==> src/rtl/cpu_sequencer.sv <==
// cpu_sequencer: multi-cycle fetch/execute controller for the 8-bit CPU.
// Owns pc and ir and sequences FETCH, WAIT, EXEC, WB, with HALT as a sticky stop.
// Ports:
//   clk, rst (sync, active-low), run: clock, reset, run/pause level
//   rom_enable/rom_addr/rom_data: ROM read port; data valid one cycle after enable
//   ir: latched instruction for the decoder
//   dec_halt/dec_jump/dec_jump_target/dec_gpr_we: decoder status inputs
//   gpr_w_enable: gated GPR write strobe
//   pc, halted, retire: status outputs
// Optional: CPU_SEQUENCER_SINGLE_STEP_EN adds a 'step' input for single-instruction runs.
module cpu_sequencer #(
  parameter int unsigned          PC_WIDTH    = 8,
  parameter int unsigned          INSTR_WIDTH = 24,
  parameter logic [PC_WIDTH-1:0]  RESET_PC    = '0
) (
  input  logic                   clk,
  input  logic                   rst,
  input  logic                   run,
`ifdef CPU_SEQUENCER_SINGLE_STEP_EN
  input  logic                   step,
`endif
  output logic                   rom_enable,
  output logic [PC_WIDTH-1:0]    rom_addr,
  input  logic [INSTR_WIDTH-1:0] rom_data,
  output logic [INSTR_WIDTH-1:0] ir,
  input  logic                   dec_halt,
  input  logic                   dec_jump,
  input  logic [PC_WIDTH-1:0]    dec_jump_target,
  input  logic                   dec_gpr_we,
  output logic                   gpr_w_enable,
  output logic [PC_WIDTH-1:0]    pc,
  output logic                   halted,
  output logic                   retire
);

  typedef enum logic [2:0] {
    S_IDLE  = 3'd0,
    S_FETCH = 3'd1,
    S_WAIT  = 3'd2,
    S_EXEC  = 3'd3,
    S_WB    = 3'd4,
    S_HALT  = 3'd5
  } state_t;

  state_t                 state_q, state_d;
  logic [PC_WIDTH-1:0]    pc_q, pc_d;
  logic [INSTR_WIDTH-1:0] ir_q, ir_d;
  logic                   rom_enable_q;
  logic                   halted_q;
  logic                   retire_q;
  logic                   step_mode_q, step_mode_d;

  always_comb begin
    state_d     = state_q;
    pc_d        = pc_q;
    ir_d        = ir_q;
    step_mode_d = step_mode_q;
    unique case (state_q)
      S_IDLE: begin
        if (run) begin
          state_d     = S_FETCH;
          step_mode_d = 1'b0;
        end
`ifdef CPU_SEQUENCER_SINGLE_STEP_EN
        else if (step) begin
          state_d     = S_FETCH;
          step_mode_d = 1'b1;
        end
`endif
      end
      S_FETCH: state_d = S_WAIT;
      S_WAIT: begin
        ir_d    = rom_data;
        state_d = S_EXEC;
      end
      S_EXEC: begin
        // halt wins over jump and writeback
        if (dec_halt) state_d = S_HALT;
        else          state_d = S_WB;
      end
      S_WB: begin
        pc_d = dec_jump ? dec_jump_target : pc_q + PC_WIDTH'(1);
        // a stepped instruction always drops back to IDLE
        if (step_mode_q) begin
          state_d     = S_IDLE;
          step_mode_d = 1'b0;
        end else if (run) begin
          state_d = S_FETCH;
        end else begin
          state_d = S_IDLE;
        end
      end
      S_HALT: state_d = S_HALT;
      default: state_d = S_IDLE;
    endcase
  end

  // strobes are registered off the next state so they line up with state_q
  always_ff @(posedge clk) begin
    if (!rst) begin
      state_q      <= S_IDLE;
      pc_q         <= RESET_PC;
      ir_q         <= '0;
      step_mode_q  <= 1'b0;
      rom_enable_q <= 1'b0;
      halted_q     <= 1'b0;
      retire_q     <= 1'b0;
    end else begin
      state_q      <= state_d;
      pc_q         <= pc_d;
      ir_q         <= ir_d;
      step_mode_q  <= step_mode_d;
      rom_enable_q <= (state_d == S_FETCH);
      halted_q     <= (state_d == S_HALT);
      retire_q     <= (state_d == S_WB);
    end
  end

  assign rom_enable   = rom_enable_q;
  assign rom_addr     = pc_q;
  assign ir           = ir_q;
  assign pc           = pc_q;
  assign halted       = halted_q;
  assign retire       = retire_q;
  assign gpr_w_enable = (state_q == S_WB) & dec_gpr_we;

endmodule

==> config.mk <==
export PLATFORM = sky130hd
export DESIGN_NAME = cpu_sequencer
export DESIGN_NICKNAME = d
export VERILOG_FILES = /design/src/rtl/cpu_sequencer.sv
export SDC_FILE = /design/constraint.sdc
export NUM_CORES = 1
export LEC_CHECK = 0
export ABC_CLOCK_PERIOD_IN_PS = 4200
export CORE_MARGIN = 2
export CORE_UTILIZATION = 35
export CTS_CLUSTER_DIAMETER = 40
export CTS_CLUSTER_SIZE = 24
export DETAILED_ROUTE_END_ITERATION = 10
export GPL_ROUTABILITY_DRIVEN = 0
export GPL_TIMING_DRIVEN = 1
export PLACE_DENSITY = 0.81
export SETUP_SLACK_MARGIN = 0.2
export SYNTH_ARGS = -nofsm -noshare
export SYNTH_HDL_FRONTEND = slang
export SYNTH_SLANG_ARGS = --single-unit
==> constraint.sdc <==
create_clock -name clk -period 4.2 [get_ports clk]
set_input_delay 0.42 -clock clk [delete_from_list [all_inputs] [get_ports clk]]
set_output_delay 0.42 -clock clk [all_outputs]
set_load 0.05 [all_outputs]
# Word-level counts from Yosys, hierarchy flattened
# Cells that the tools add are included.
[word_totals]
reg_bits = 39
inputBits = 38
output_inout_bits = 44
wordCells = 29
[classes]
addsub = 1
n_eq_ne = 9
mux = 8
bitwise_logic = 1
reduce_logical = 3
[ops]
columns = ["cell", "n"]
rows = [
  ["3-bit case mux with 6 select lines", 1],
  ["3-bit equality test, second input constant", 4],
  ["8-bit by 1-bit adder with 8-bit output, second input constant", 1],
  ["8-bit 2-to-1 mux", 1],
  ["3-bit by 1-bit equality test with 1-bit output, second input constant", 2],
  ["3-bit by 2-bit equality test with 1-bit output, second input constant", 2],
  ["1-bit 2-to-1 mux", 4],
  ["3-bit zero test", 1],
  ["3-bit 2-to-1 mux", 1],
  ["2-bit inequality test, second input constant", 1],
  ["1-bit case mux with 2 select lines", 1],
  ["2-bit AND reduction", 1],
  ["2-bit nonzero test", 1],
  ["1-bit AND", 1],
]

# Logic depth before layout (Yosys ltp)
# Gate-level depths: netlist of run 1.
[logic_depth]
depth_word = 4
ltp_mapped = 6
ltp_nobuf = 4

# Least setup slack after synthesis of run 1
# OpenSTA, ideal clock, no wires.
[synth_path]
path_type = "register to output"
startpoint = "register state_q[1]"
endpoint = "output gpr_w_enable"
arrival_time_ns = 1.319
t_required_ns = 3.780
slack_ns = 2.461
stages_incl_launch_ff = 4
n_path_buf = 1
cell_sequence = "dfxtp_1 > buf_2 > nor3b_2 > and2_1"
[synth_via]
elab_chain_len = 2
[synth_lines]
columns = ["element", "line_no", "rtl"]
rows = [
  ["start: declaration", "45", "state_t state_q, state_d;"],
  ["start signal: assignment", "109", "state_q <= state_d;"],
  ["3-bit equality test", "125", "assign gpr_w_enable = (state_q == S_WB) & dec_gpr_we;"],
  ["1-bit AND", "125", ""],
  ["end: declaration", "30", "output logic gpr_w_enable,"],
]
# Every way passes these cells.

# Worst setup path after layout of run 1
[layout_path]
startpoint = "register state_q[2]"
endpoint = "output gpr_w_enable"
# The elaborated chain is that of the path after synthesis.

==> run metrics, run 1 <==
Mapped Nets=241; kind of critical path=reg2out; total core area=4440 sq um; worst skew pair latency=0.28 ns; Die Span Y=72.4 um; initial antenna violation count=0; dpl hpwl=2.82 mm; global-route wire length before repair=6.72 mm; PortBufs=81; setup TNS=0 ns; total power=0.931 mW; CP endpoint=gpr_w_enable; power density over the cells=374 nW/um^2; Worst Setup Start Kind=register; DR vias=1,624; Hold Slack=0.455 ns; Nets=307; Pre-antenna DRT Iters=4; Required @ worst endpoint=3.78 ns; Root Driver=clkbuf_8; number of flops mapped to enable cells by yosys=0; GRT Overall Usage=0.163; clock tree from TritonCTS=done; cts hold-fix bufs=0; unrepaired setup endpoints after global routing=no; Mean Syn Cell Area=8.10 sq um; routed vias/inst=5.06; sequential share of the synthesized area=0.465; initial core utilization=0.368; Max-Cap Viols=0; IO Pins=82; FF-to-FF setup slack=2.55 ns; crit path DAT=2.30 ns; fin. max-slew vios=0; hold path depth=2; placed cell area=2390 sq um; Antenna Cells=0; Final Skew=0.00496 ns; clk sink count=38; largest net degree at the start of global routing=31; Netlist Area Pre-Place=1640 sq um; # setup viols final=0; area grow syn2layout=52.1%; cts repair resizes=0; Unique masters post-synth=35; fin cells=321; Max Fclk=367 MHz; worst vdd ir=0.184 mV; Setup crit start=state_q[2]; clock-pin slew on the worst setup and hold paths=0.07 ns; ys flop type=dfxtp_1; total gr overflow=0; full die area=5240 sq um; most frequent cell after synthesis=nand2_1; FF+latch count, synth=38; Crit Reg-Reg Endpoint=pc[7]; Finished Cell Area=2490 sq um; synth top area cells=dfxtp_1 46%, nand2_1 13%, a21oi_1 8.6%, buf_4 3.7%, nand3_1 2.1%; Filler cells=406; post-synthesis cell count=202; Synth top cells by count=57 x nand2_1, 38 x dfxtp_1, 28 x a21oi_1, 8 x buf_4, 8 x clkbuf_1; Synth area leader=dfxtp_1; placed cells=313; total CTS buffers=5; die width=72.4 um; Hold Path Class=reg2reg; final wirelength=4.06 mm; H-tree depth=2; synth warn=0; final worst-path cycle share=0.648; actual slew at the worst max-slew pin=0.928 ns; Synth top area share=0.465; DRT antenna net count=0; post-CTS setup buffer count=0; vias in the first global route=1,499; share of layout cells above drive strength 1=0.0520; worst r2r src=state_q[2]; FF-to-FF path depth=3; Clock Path Buffers=2; num rows=24; status=completed; Slew Limit Headroom=0.381; mean routed wirelength per cell=12.6 um; final hold vios=0; post-synthesis async set-or-reset flop share=0; Max FO, Critical Path=9; P_leak=0.834 nW; post-route minimum period=2.72 ns; DRC viols=0; DR iter-0 viols=90; crit path capture type=output pin
per-layer routing:
metal	part of all wire	up-vias	wire length, um	GRT usage
li1	-	815	-	-
met1	0.42	735	1680	0.195
met2	0.49	68	1990	0.259
met3	0.083	6	337	0.0708
met4	0.011	0	46	0.0597
met5	0	-	0	0
worst min path at each step:
| stage | to | slack (ns) | from |
|---|---|---|---|
| finish | ir[5] | 0.45 | ir[5] |
| global route | ir[1] | 0.48 | ir[1] |
| CTS | ir[5] | 0.46 | ir[5] |
| detailed placement | ir[5] | 0.45 | ir[5] |
| global placement | ir[15] | 0.44 | ir[15] |
| floorplan | state_q[1] | 0.50 | state_q[2] |
where the power goes:
part / switching (mW) / internal (mW)
combinational: 0.160 / 0.102
clock: 0.125 / 0.132
sequential: 0.0236 / 0.389
cells in the final DEF (no fill, tap or decap), types with 2 or more instances in the layout:
cell type / count
o211ai_1: 3
nor2_1: 3
mux2i_1: 3
or3b_2: 2
a21oi_1: 28
nor3_1: 3
inv_1: 3
nand2_1: 57
clkdlybuf4s50_1: 81
a211oi_1: 2
nand3_1: 7
clkbuf_8: 6
o21ai_0: 3
o2111ai_1: 2
a31oi_1: 3
dfxtp_1: 38
nor3b_2: 2
nand4_1: 2
o41a_1: 2
and2_1: 3
registers in the layout, indices dropped and copies added (netlist names):
signal      cells
ir             24
pc              8
state_q         3
halted          1
retire          1
rom_enable      1
through the flow:
| stage | util | setup WS (ns) |
|---|---|---|
| 2_1_floorplan | - | 2.46 |
| 3_3_place_gp | 0.539 | 1.84 |
| 3_5_place_dp | 0.539 | 1.81 |
| 4_1_cts | 0.560 | 1.46 |
| 5_1_grt | 0.560 | 1.33 |
| 6_report | 0.560 | 1.48 |
worst max-delay path, cell delays in order (launching register included):
cell	delay, ns
dfxtp_1	0.46
nor3b_2	0.56
and2_1	0.21
clkdlybuf4s50_1	0.80
area by class of cell:
| class | instances | area [sq um] | area share |
|---|---|---|---|
| multi-input combinational | 138 | 738 | 0.297 |
| clock buffer | 6 | 82.6 | 0.0332 |
| timing repair buffer | 82 | 818 | 0.329 |
| inverter | 3 | 11.3 | 0.00452 |
| clock inverter | 2 | 12.5 | 0.00503 |
| tap | 52 | 65.1 | 0.0261 |
| sequential | 38 | 761 | 0.306 |
logic make-up (layout without fill, tap and decap cells):
group,count (synthesis),count (layout),share of synthesized area
simple gates,86,86,0.242
compound gates,47,47,0.175
flops,38,38,0.465
buf+inv,26,93,0.0872
mux,3,3,0.0183
fa+ha+maj,1,1,0.00764
xor+xnor,1,1,0.00535
(Power assumes the default switching activity.)
==> run 2, diff against run 1 <==
- ABC_CLOCK_PERIOD_IN_PS: 4200 -> 2600
- clock period: 4.2 -> 2.6 ns (I/O delays scaled with it)
==> run 2 against run 1 <==
  * Count of clock-buffer cells in the layout rose by 1
  * Core utilization is 0.48 points higher
  * Register-to-register slack lost 1.6 ns
  * Global-route usage shrank 0.69 points
  * Clock power grew 59%
  * Sequential power up 61%
  * Critical path type unchanged
  * Largest cell class unchanged
  * Largest power group unchanged
  * Highest routed layer unchanged
==> run metrics, run 2 (synthesized netlist as in run 1, its figures left out) <==
status=completed; Root Driver=clkbuf_8; power density over the cells=598 nW/um^2; initial core utilization=0.368; share of layout cells above drive strength 1=0.0588; largest net degree at the start of global routing=25; initial antenna violation count=0; Filler cells=437; GRT Overall Usage=0.156; total power=1.50 mW; final setup margin=0.665 ns; Die Span Y=72.4 um; DRT antenna net count=0; FF-to-FF setup slack=0.95 ns; full die area=5240 sq um; crit path capture type=output pin; Register Area=761 sq um; clk sink count=38; Final Skew=0.00369 ns; Clock Path Buffers=2; DR iter-0 viols=56; Setup WS pre-CTS=0.598 ns; Nets=310; worst r2r src=state_q[2]; die width=72.4 um; Required @ worst endpoint=2.34 ns; post-route minimum period=1.94 ns; total core area=4440 sq um; Hold Path End=ir[23]; setup TNS=0 ns; unrepaired setup endpoints after global routing=no; total CTS buffers=5; final worst-path cycle share=0.744; max FFs per register=24; utilization after layout=0.565; Critical-path top delay cell=dfxtp_1; total gr overflow=0; dpl hpwl=2.84 mm; H-tree depth=2; Max Fclk=517 MHz; Critical Path, Cell by Cell=nor3b_2 -> buf_4 -> and2_1 -> dlymetal6s2s_1; vias in the first global route=1,389; crit path DAT=1.68 ns; Crit Reg-Reg Endpoint=pc[7]; Worst Setup Start Kind=register; num rows=24; actual slew at the worst max-slew pin=0.517 ns; area grow syn2layout=53.4%; worst skew pair latency=0.28 ns; most frequent cells in the layout=80 x clkdlybuf4s50_1, 57 x nand2_1, 38 x dfxtp_1, 28 x a21oi_1, 7 x nand3_1; IO Pins=82; final hold vios=0; Max-Cap Viols=0; Hold Slack=0.452 ns; # setup viols final=0; P_leak=0.869 nW; worst hold path startpoint=ir[23]; commonest non-fill, non-tap cell in the layout=clkdlybuf4s50_1; fin. max-slew vios=0; Hold Path Class=reg2reg; Worst path max stage delay=0.46 ns; mean routed wirelength per cell=12.4 um; clock tree from TritonCTS=done; DR vias=1,579; kind of critical path=reg2out; Slew Limit Headroom=0.654; global-route wire length before repair=6.44 mm; Antenna Cells=0; hold path depth=2; PortBufs=81; DRC viols=0; Max FO, Critical Path=9; clock-pin slew on the worst setup and hold paths=0.07 ns; worst vdd ir=0.376 mV; routed vias/inst=4.87; footprint of the multi-input gates=738 sq um; Pre-antenna DRT Iters=4; FF-to-FF path depth=3; final wirelength=4.00 mm
[run 2: cell count changes in the layout (fill, tap and decap cells not counted)]
cell	before	now
buf_4	1	4
clkbuf_1	0	1
clkinvlp_4	1	0
clkdlybuf4s50_1	81	80
dlymetal6s2s_1	0	1
[run 2: per-stage QoR]
step / area (sq um) / instances
after floorplan: 1640 / 202
after global placement: 2420 / 316
after detailed placement: 2420 / 316
after CTS: 2510 / 324
after global routing: 2510 / 324
final: 2510 / 324
[run 2: how the worst max path moves through the flow]
stage / slack, ns / to / from
2_1_floorplan: 0.88 / pc[6] / pc[0]
3_3_place_gp: 0.63 / gpr_w_enable / state_q[2]
3_5_place_dp: 0.60 / gpr_w_enable / state_q[2]
4_1_cts: 0.27 / gpr_w_enable / state_q[2]
5_1_grt: 0.56 / gpr_w_enable / state_q[2]
6_report: 0.66 / gpr_w_enable / state_q[2]
[run 2: worst max-delay path: cells and delay by family (launching register included)]
family | cells | cell delay, ns
flops | 1 | 0.46
simple gates | 2 | 0.33
buf+inv | 2 | 0.59
[run 2: timing repair]
action	CTS	global route
resized for setup	0	1
buffers inserted	0	0
setup endpoints to repair	0	1
hold buffers	0	0
[run 2: routing by layer]
layer	track usage	part of all wire
met5	0	0
met4	0.0412	0.0042
met3	0.0583	0.071
met2	0.253	0.49
met1	0.195	0.44
[run 2: where the power goes]
part,internal (mW),total [mW],switching (mW),leakage (nW)
logic,0.167,0.426,0.259,0.512
clock network,0.214,0.409,0.195,0.0482
registers,0.628,0.665,0.0373,0.309
total,1.01,1.50,0.492,0.869
[run 2: area by class of cell]
class	count	area share
flip-flops and latches	38	0.303
clock inverters	1	0.00199
clock buffers	7	0.0344
well taps	52	0.0259
multi-input cells	138	0.294
repair buffers	85	0.336
inverters	3	0.00449
